**src/rtl/mem_port_arbiter_if.sv**
```systemverilog
// Bundle of client and memory-side signals around the shared memory port.
// The arbiter takes the slave view; the clients and the memory take the master view.
`ifndef DEFAULT_MADDR_WIDTH
`define DEFAULT_MADDR_WIDTH 16
`endif
`ifndef DEFAULT_MDATA_WIDTH
`define DEFAULT_MDATA_WIDTH 16
`endif

interface mem_port_arbiter_if #(
  parameter int MADDR_WIDTH = `DEFAULT_MADDR_WIDTH,
  parameter int MDATA_WIDTH = `DEFAULT_MDATA_WIDTH
) ();
  logic                   rd_req;
  logic [MADDR_WIDTH-1:0] rd_addr;
  logic                   rd_ack;
  logic [MDATA_WIDTH-1:0] rd_data;
  logic                   rd_err;

  logic                   wr_req;
  logic [MADDR_WIDTH-1:0] wr_addr;
  logic [MDATA_WIDTH-1:0] wr_data;
  logic                   wr_ack;
  logic                   wr_err;

  logic                   mem_read_enable;
  logic                   mem_write_enable;
  logic [MADDR_WIDTH-1:0] mem_addr;
  logic [MDATA_WIDTH-1:0] mem_write_data;
  logic [MDATA_WIDTH-1:0] mem_read_data;
  logic                   mem_read_ready;
  logic                   mem_write_ready;

  logic                   busy;

  modport slave (
    input  rd_req, rd_addr, wr_req, wr_addr, wr_data,
    input  mem_read_data, mem_read_ready, mem_write_ready,
    output rd_ack, rd_data, rd_err, wr_ack, wr_err,
    output mem_read_enable, mem_write_enable, mem_addr, mem_write_data,
    output busy
  );

  modport master (
    output rd_req, rd_addr, wr_req, wr_addr, wr_data,
    output mem_read_data, mem_read_ready, mem_write_ready,
    input  rd_ack, rd_data, rd_err, wr_ack, wr_err,
    input  mem_read_enable, mem_write_enable, mem_addr, mem_write_data,
    input  busy
  );
endinterface

```
**src/rtl/mem_port_arbiter.sv**
```systemverilog
// Round-robin arbiter giving the single memory port to the read or write client,
// with registered address/data, ready handshake, timeout abort and one-cycle acks.
`ifndef DEFAULT_MADDR_WIDTH
`define DEFAULT_MADDR_WIDTH 16
`endif
`ifndef DEFAULT_MDATA_WIDTH
`define DEFAULT_MDATA_WIDTH 16
`endif

module mem_port_arbiter #(
  parameter int MADDR_WIDTH    = `DEFAULT_MADDR_WIDTH,
  parameter int MDATA_WIDTH    = `DEFAULT_MDATA_WIDTH,
  parameter int TIMEOUT_CYCLES = 64
) (
  input logic             clock,
  input logic             reset,
  mem_port_arbiter_if.slave bus
);

  typedef enum logic [1:0] {IDLE, RD_BUSY, WR_BUSY, DONE} state_t;

  localparam int CNT_W = (TIMEOUT_CYCLES > 1) ? $clog2(TIMEOUT_CYCLES) : 1;
  localparam logic [CNT_W-1:0] LAST_COUNT =
    CNT_W'((TIMEOUT_CYCLES > 0) ? (TIMEOUT_CYCLES - 1) : 0);

  state_t                 state;
  logic [CNT_W-1:0]       timeout_count;
  logic                   last_served_write;
  logic                   timeout_hit;

  logic                   rd_ack_q;
  logic                   rd_err_q;
  logic [MDATA_WIDTH-1:0] rd_data_q;
  logic                   wr_ack_q;
  logic                   wr_err_q;
  logic                   read_enable_q;
  logic                   write_enable_q;
  logic [MADDR_WIDTH-1:0] addr_q;
  logic [MDATA_WIDTH-1:0] write_data_q;
  logic                   busy_q;

  // A zero TIMEOUT_CYCLES leaves the counter running but never aborts.
  assign timeout_hit = (TIMEOUT_CYCLES != 0) && (timeout_count == LAST_COUNT);

  always_ff @(posedge clock or negedge reset) begin
    if (!reset) begin
      state             <= IDLE;
      timeout_count     <= '0;
      last_served_write <= 1'b1;
      rd_ack_q          <= 1'b0;
      rd_err_q          <= 1'b0;
      rd_data_q         <= '0;
      wr_ack_q          <= 1'b0;
      wr_err_q          <= 1'b0;
      read_enable_q     <= 1'b0;
      write_enable_q    <= 1'b0;
      addr_q            <= '0;
      write_data_q      <= '0;
      busy_q            <= 1'b0;
    end else begin
      case (state)
        IDLE: begin
          // On a tie the read wins only if the write was served last.
          if (bus.rd_req && (!bus.wr_req || last_served_write)) begin
            state             <= RD_BUSY;
            read_enable_q     <= 1'b1;
            addr_q            <= bus.rd_addr;
            busy_q            <= 1'b1;
            timeout_count     <= '0;
            last_served_write <= 1'b0;
          end else if (bus.wr_req) begin
            state             <= WR_BUSY;
            write_enable_q    <= 1'b1;
            addr_q            <= bus.wr_addr;
            write_data_q      <= bus.wr_data;
            busy_q            <= 1'b1;
            timeout_count     <= '0;
            last_served_write <= 1'b1;
          end
        end

        RD_BUSY: begin
          // Ready takes priority over a timeout landing on the same edge.
          if (bus.mem_read_ready) begin
            state         <= DONE;
            read_enable_q <= 1'b0;
            rd_data_q     <= bus.mem_read_data;
            rd_ack_q      <= 1'b1;
            rd_err_q      <= 1'b0;
          end else if (timeout_hit) begin
            state         <= DONE;
            read_enable_q <= 1'b0;
            rd_data_q     <= '0;
            rd_ack_q      <= 1'b1;
            rd_err_q      <= 1'b1;
          end else begin
            timeout_count <= timeout_count + 1'b1;
          end
        end

        WR_BUSY: begin
          if (bus.mem_write_ready) begin
            state          <= DONE;
            write_enable_q <= 1'b0;
            wr_ack_q       <= 1'b1;
            wr_err_q       <= 1'b0;
          end else if (timeout_hit) begin
            state          <= DONE;
            write_enable_q <= 1'b0;
            wr_ack_q       <= 1'b1;
            wr_err_q       <= 1'b1;
          end else begin
            timeout_count <= timeout_count + 1'b1;
          end
        end

        DONE: begin
          state    <= IDLE;
          rd_ack_q <= 1'b0;
          rd_err_q <= 1'b0;
          wr_ack_q <= 1'b0;
          wr_err_q <= 1'b0;
          busy_q   <= 1'b0;
        end

        default: state <= IDLE;
      endcase
    end
  end

  assign bus.rd_ack           = rd_ack_q;
  assign bus.rd_err           = rd_err_q;
  assign bus.rd_data          = rd_data_q;
  assign bus.wr_ack           = wr_ack_q;
  assign bus.wr_err           = wr_err_q;
  assign bus.mem_read_enable  = read_enable_q;
  assign bus.mem_write_enable = write_enable_q;
  assign bus.mem_addr         = addr_q;
  assign bus.mem_write_data   = write_data_q;
  assign bus.busy             = busy_q;

endmodule
```
**src/flat_wrapper.sv**
```systemverilog
// flat-port wrapper written by rule: the top's interface ports become plain ports
module mem_port_arbiter_flat 
#(
  parameter int MADDR_WIDTH    = `DEFAULT_MADDR_WIDTH,
  parameter int MDATA_WIDTH    = `DEFAULT_MDATA_WIDTH,
  parameter int TIMEOUT_CYCLES = 64
)
  (clock, reset, bus_rd_req, bus_rd_addr, bus_wr_req, bus_wr_addr, bus_wr_data, bus_mem_read_data, bus_mem_read_ready, bus_mem_write_ready, bus_rd_ack, bus_rd_data, bus_rd_err, bus_wr_ack, bus_wr_err, bus_mem_read_enable, bus_mem_write_enable, bus_mem_addr, bus_mem_write_data, bus_busy);
  mem_port_arbiter_if #(.MADDR_WIDTH(MADDR_WIDTH), .MDATA_WIDTH(MDATA_WIDTH)) bus_i ();
  input logic clock;
  input logic reset;
  input wire logic [$bits(bus_i.rd_req)-1:0] bus_rd_req;
  input wire logic [$bits(bus_i.rd_addr)-1:0] bus_rd_addr;
  input wire logic [$bits(bus_i.wr_req)-1:0] bus_wr_req;
  input wire logic [$bits(bus_i.wr_addr)-1:0] bus_wr_addr;
  input wire logic [$bits(bus_i.wr_data)-1:0] bus_wr_data;
  input wire logic [$bits(bus_i.mem_read_data)-1:0] bus_mem_read_data;
  input wire logic [$bits(bus_i.mem_read_ready)-1:0] bus_mem_read_ready;
  input wire logic [$bits(bus_i.mem_write_ready)-1:0] bus_mem_write_ready;
  output wire logic [$bits(bus_i.rd_ack)-1:0] bus_rd_ack;
  output wire logic [$bits(bus_i.rd_data)-1:0] bus_rd_data;
  output wire logic [$bits(bus_i.rd_err)-1:0] bus_rd_err;
  output wire logic [$bits(bus_i.wr_ack)-1:0] bus_wr_ack;
  output wire logic [$bits(bus_i.wr_err)-1:0] bus_wr_err;
  output wire logic [$bits(bus_i.mem_read_enable)-1:0] bus_mem_read_enable;
  output wire logic [$bits(bus_i.mem_write_enable)-1:0] bus_mem_write_enable;
  output wire logic [$bits(bus_i.mem_addr)-1:0] bus_mem_addr;
  output wire logic [$bits(bus_i.mem_write_data)-1:0] bus_mem_write_data;
  output wire logic [$bits(bus_i.busy)-1:0] bus_busy;
  assign bus_i.rd_req = bus_rd_req;
  assign bus_i.rd_addr = bus_rd_addr;
  assign bus_i.wr_req = bus_wr_req;
  assign bus_i.wr_addr = bus_wr_addr;
  assign bus_i.wr_data = bus_wr_data;
  assign bus_i.mem_read_data = bus_mem_read_data;
  assign bus_i.mem_read_ready = bus_mem_read_ready;
  assign bus_i.mem_write_ready = bus_mem_write_ready;
  assign bus_rd_ack = bus_i.rd_ack;
  assign bus_rd_data = bus_i.rd_data;
  assign bus_rd_err = bus_i.rd_err;
  assign bus_wr_ack = bus_i.wr_ack;
  assign bus_wr_err = bus_i.wr_err;
  assign bus_mem_read_enable = bus_i.mem_read_enable;
  assign bus_mem_write_enable = bus_i.mem_write_enable;
  assign bus_mem_addr = bus_i.mem_addr;
  assign bus_mem_write_data = bus_i.mem_write_data;
  assign bus_busy = bus_i.busy;
  mem_port_arbiter #(.MADDR_WIDTH(MADDR_WIDTH), .MDATA_WIDTH(MDATA_WIDTH), .TIMEOUT_CYCLES(TIMEOUT_CYCLES)) u_core (.clock(clock), .reset(reset), .bus(bus_i));
endmodule
```
**config.mk**
```make
export PLATFORM = sky130hd
export DESIGN_NAME = mem_port_arbiter_flat
export DESIGN_NICKNAME = d
export VERILOG_FILES = /design/src/rtl/mem_port_arbiter_if.sv /design/src/rtl/mem_port_arbiter.sv /design/src/flat_wrapper.sv
export SDC_FILE = /design/constraint.sdc
export NUM_CORES = 1
export LEC_CHECK = 0
export ABC_AREA = 1
export CORE_MARGIN = 2
export CORE_UTILIZATION = 46
export CTS_CLUSTER_SIZE = 8
export DETAILED_ROUTE_END_ITERATION = 12
export PLACE_DENSITY = 0.9
export SLEW_MARGIN = 20
export SYNTH_ARGS = -nofsm -noshare
export SYNTH_HDL_FRONTEND = slang
export SYNTH_SLANG_ARGS = --single-unit
```
**constraint.sdc**
```tcl
create_clock -name clock -period 2.7 [get_ports clock]
set_clock_uncertainty 0.1 [all_clocks]
set_input_delay 0.54 -clock clock [delete_from_list [all_inputs] [get_ports clock]]
set_output_delay 0.54 -clock clock [all_outputs]
set_load 0.02 [all_outputs]
```
==> impl_metrics.ini <==
[critical_path]
crit_required_ns = 2.84
path_common_cell = inv_1
cp_slowest_stage_delay_ns = 0.42
rrSetupSlack_ns = 0.69
cp-end-kind = register
start_kind = register
r2r-end = u_core.bus.mem_addr[4]$_DFFE_PN0P_
cp.arrival_ns = 2.15
cp_slowest_cell = dfrtp_1
critPathMaxFanout = 17
worstSetupPathType = reg2reg
path_cells = inv_1 > ha_1 > inv_1 > a21oi_4 > buf_12 > nor2_1 > a31oi_1
rr_startpoint = u_core.state[1]$_DFFE_PN0P_
r2r_cells = 7

[layout]
syn_to_final_growth_pct = 49.4
design_area_sq_um = 4530
layout_commonest_cell = nand2_1
layout_common_cells = nand2_1, clkdlybuf4s50_1, dfrtp_1
antenna_cells = 0
design.final.nets = 560
drive_gt1_share_pct = 8.59

[sta]
drv_slew = 0
period_needed_ns = 2.01
fmaxAchievable_mhz = 498
fin_crit_sh_pct = 74.4
setup_violations = 0
whs_ns = 0.131
slew_headroom_pct = 56.7
rsz0062_at_grt = false
hold_viol = 0
fin_setup_tns_ns = 0
worst_pin_slew_ns = 0.650

[route]
vias = 2920
drtIter0Drc = 205
ant_nets = 0
routed_via_density = 5.16
wl_per_cell_um = 14.8
first_pass_iters = 4
routed_wl_um = 8350
route.detailed.drc = 0

[clocking]
cts_buffers = 9
path_clk_slew_ns = 0.07
clockBufferDepth = 2
cts_tree = built
clk_latency_ns = 0.33
hold_buffers = 0
cts_root_buf = clkbuf_8
post_cts_buffers = 0
h-tree-depth = 3
clock_sinks = 64
cts-resized-gates = 0

[synthesis]
yosys_warnings = 0
ys_types = 30
yosysTopAreaCell = dfrtp_1
synth_top_area_share_pct = 52.0
avgSynthCellArea_sq_um = 8.44
ys.flop_type = dfrtp_1
syn_inst = 359
async_flop_share_pct = 100
synth.area.top_cells = dfrtp_1, nand2_1, nand3_1
syn_area_sq_um = 3030
syn_nets = 435
synth-edff-count = 0
yosysSeqAreaShare_pct = 52.9
ys_ff_latch = 64

[placement]
dp_hpwl_um = 6100
place_congestion = 0.925
placed_area_sq_um = 4320
io_buffers = 124

[floorplan]
rows = 29
dieHeight_um = 85.2
die_area_sq_um = 7250
start_util_pct = 47.7
io_pins = 125
dieWidth_um = 85.2
core_region_area_sq_um = 6350

[power_and_ir_drop]
p_leak_uw = 0.00213
p_total_uw = 5220
peakVddDrop_v = 0.000645
power_density_nw_per_um2 = 1150

[global_route]
grt-ovfl-total = 0
grt_max_degree = 38
grt_pass1_wl_um = 14000
antenna_found_initial = 0
grt_pass1_vias = 2977
grtUsageTotal_pct = 24.2

[run_status]
status = completed

[worst_hold_path]
hp-class = in2async

[run]
maxCapViolations = 0
## flip-flops by register name, indices dropped and copies added (netlist names), 2 cells and up
register and count:
u_core.bus.mem_write_data 16, u_core.bus.rd_data 16, u_core.state 2, u_core.timeout_count 6
u_core.bus.mem_addr 16
## cells in the mapped netlist (2+ instances only)
library cell,number
buf_6,5
inv_1,15
nor2_1,22
a31oi_1,16
buf_2,9
ha_1,6
nand4_1,2
nand3_1,40
dfrtp_1,63
o21ai_1,2
inv_2,3
o21ai_2,4
o21ai_0,7
xor2_1,2
nand2_1,148
## through the flow
| stage | instances | util, % | setup slack, ns |
|---|---|---|---|
| 2_1_floorplan | 359 | - | 1.17 |
| 3_3_place_gp | 550 | 68.1 | 0.547 |
| 3_5_place_dp | 550 | 68.1 | 0.466 |
| 4_1_cts | 566 | 71.3 | 0.707 |
| 5_1_grt | 566 | 71.3 | 0.578 |
| 6_report | 566 | 71.3 | 0.692 |
## worst max-delay path: cells and delay by family (launching register included)
| kind | cells | cell delay [ns] |
|---|---|---|
| adder cells (fa/ha/maj) | 1 | 0.32 |
| AND/OR/NAND/NOR | 1 | 0.05 |
| AO/OA/AOI/OAI | 2 | 0.56 |
| flip-flops | 1 | 0.42 |
| buffers and inverters | 3 | 0.48 |
## final cells by class
class                   count  area (sq um)
well taps                  77          96.3
flip-flops and latches     64          1600
fillers                   457          1820
repair buffers            131          1310
multi-input cells         260          1240
clock buffers              10           138
clock inverters             6          66.3
inverters                  18          67.6
## report_power, final
group,switching [uW],internal [uW]
sequential,278,1400
clock,392,453
combinational,1520,1180
## routing by layer
metal	vias up	part of all wire (%)	track usage, %
met5	-	0	0
met4	0	1.7	9.52
met3	15	7.5	4.96
met2	127	50	40.6
met1	1378	41	30.9
li1	1400	-	-
## logic make-up (layout without fill, tap and decap cells)
family,after synthesis,count (layout),share of synthesized area [%]
flops,64,64,52.9
xor+xnor,2,2,0.578
compound gates,33,33,7.56
buf+inv,35,165,6.11
simple gates,219,219,30.4
fa+ha+maj,6,6,2.48
## worst max-delay path by stage
stage	start	cells past startpoint	to
2_1_floorplan	u_core.state[0]$_DFFE_PN0P_	10	u_core.timeout_count[4]$_DFFE_PN0P_
4_1_cts	u_core.bus.wr_ack$_DFFE_PN0P_	1	bus_wr_ack
5_1_grt	u_core.state[0]$_DFFE_PN0P_	7	u_core.bus.mem_addr[4]$_DFFE_PN0P_
3_5_place_dp	bus_rd_req	6	u_core.bus.mem_addr[12]$_DFFE_PN0P_
3_3_place_gp	bus_rd_req	6	u_core.bus.mem_addr[4]$_DFFE_PN0P_
6_report	u_core.state[1]$_DFFE_PN0P_	7	u_core.bus.mem_addr[4]$_DFFE_PN0P_
(Power assumes the default switching activity.)
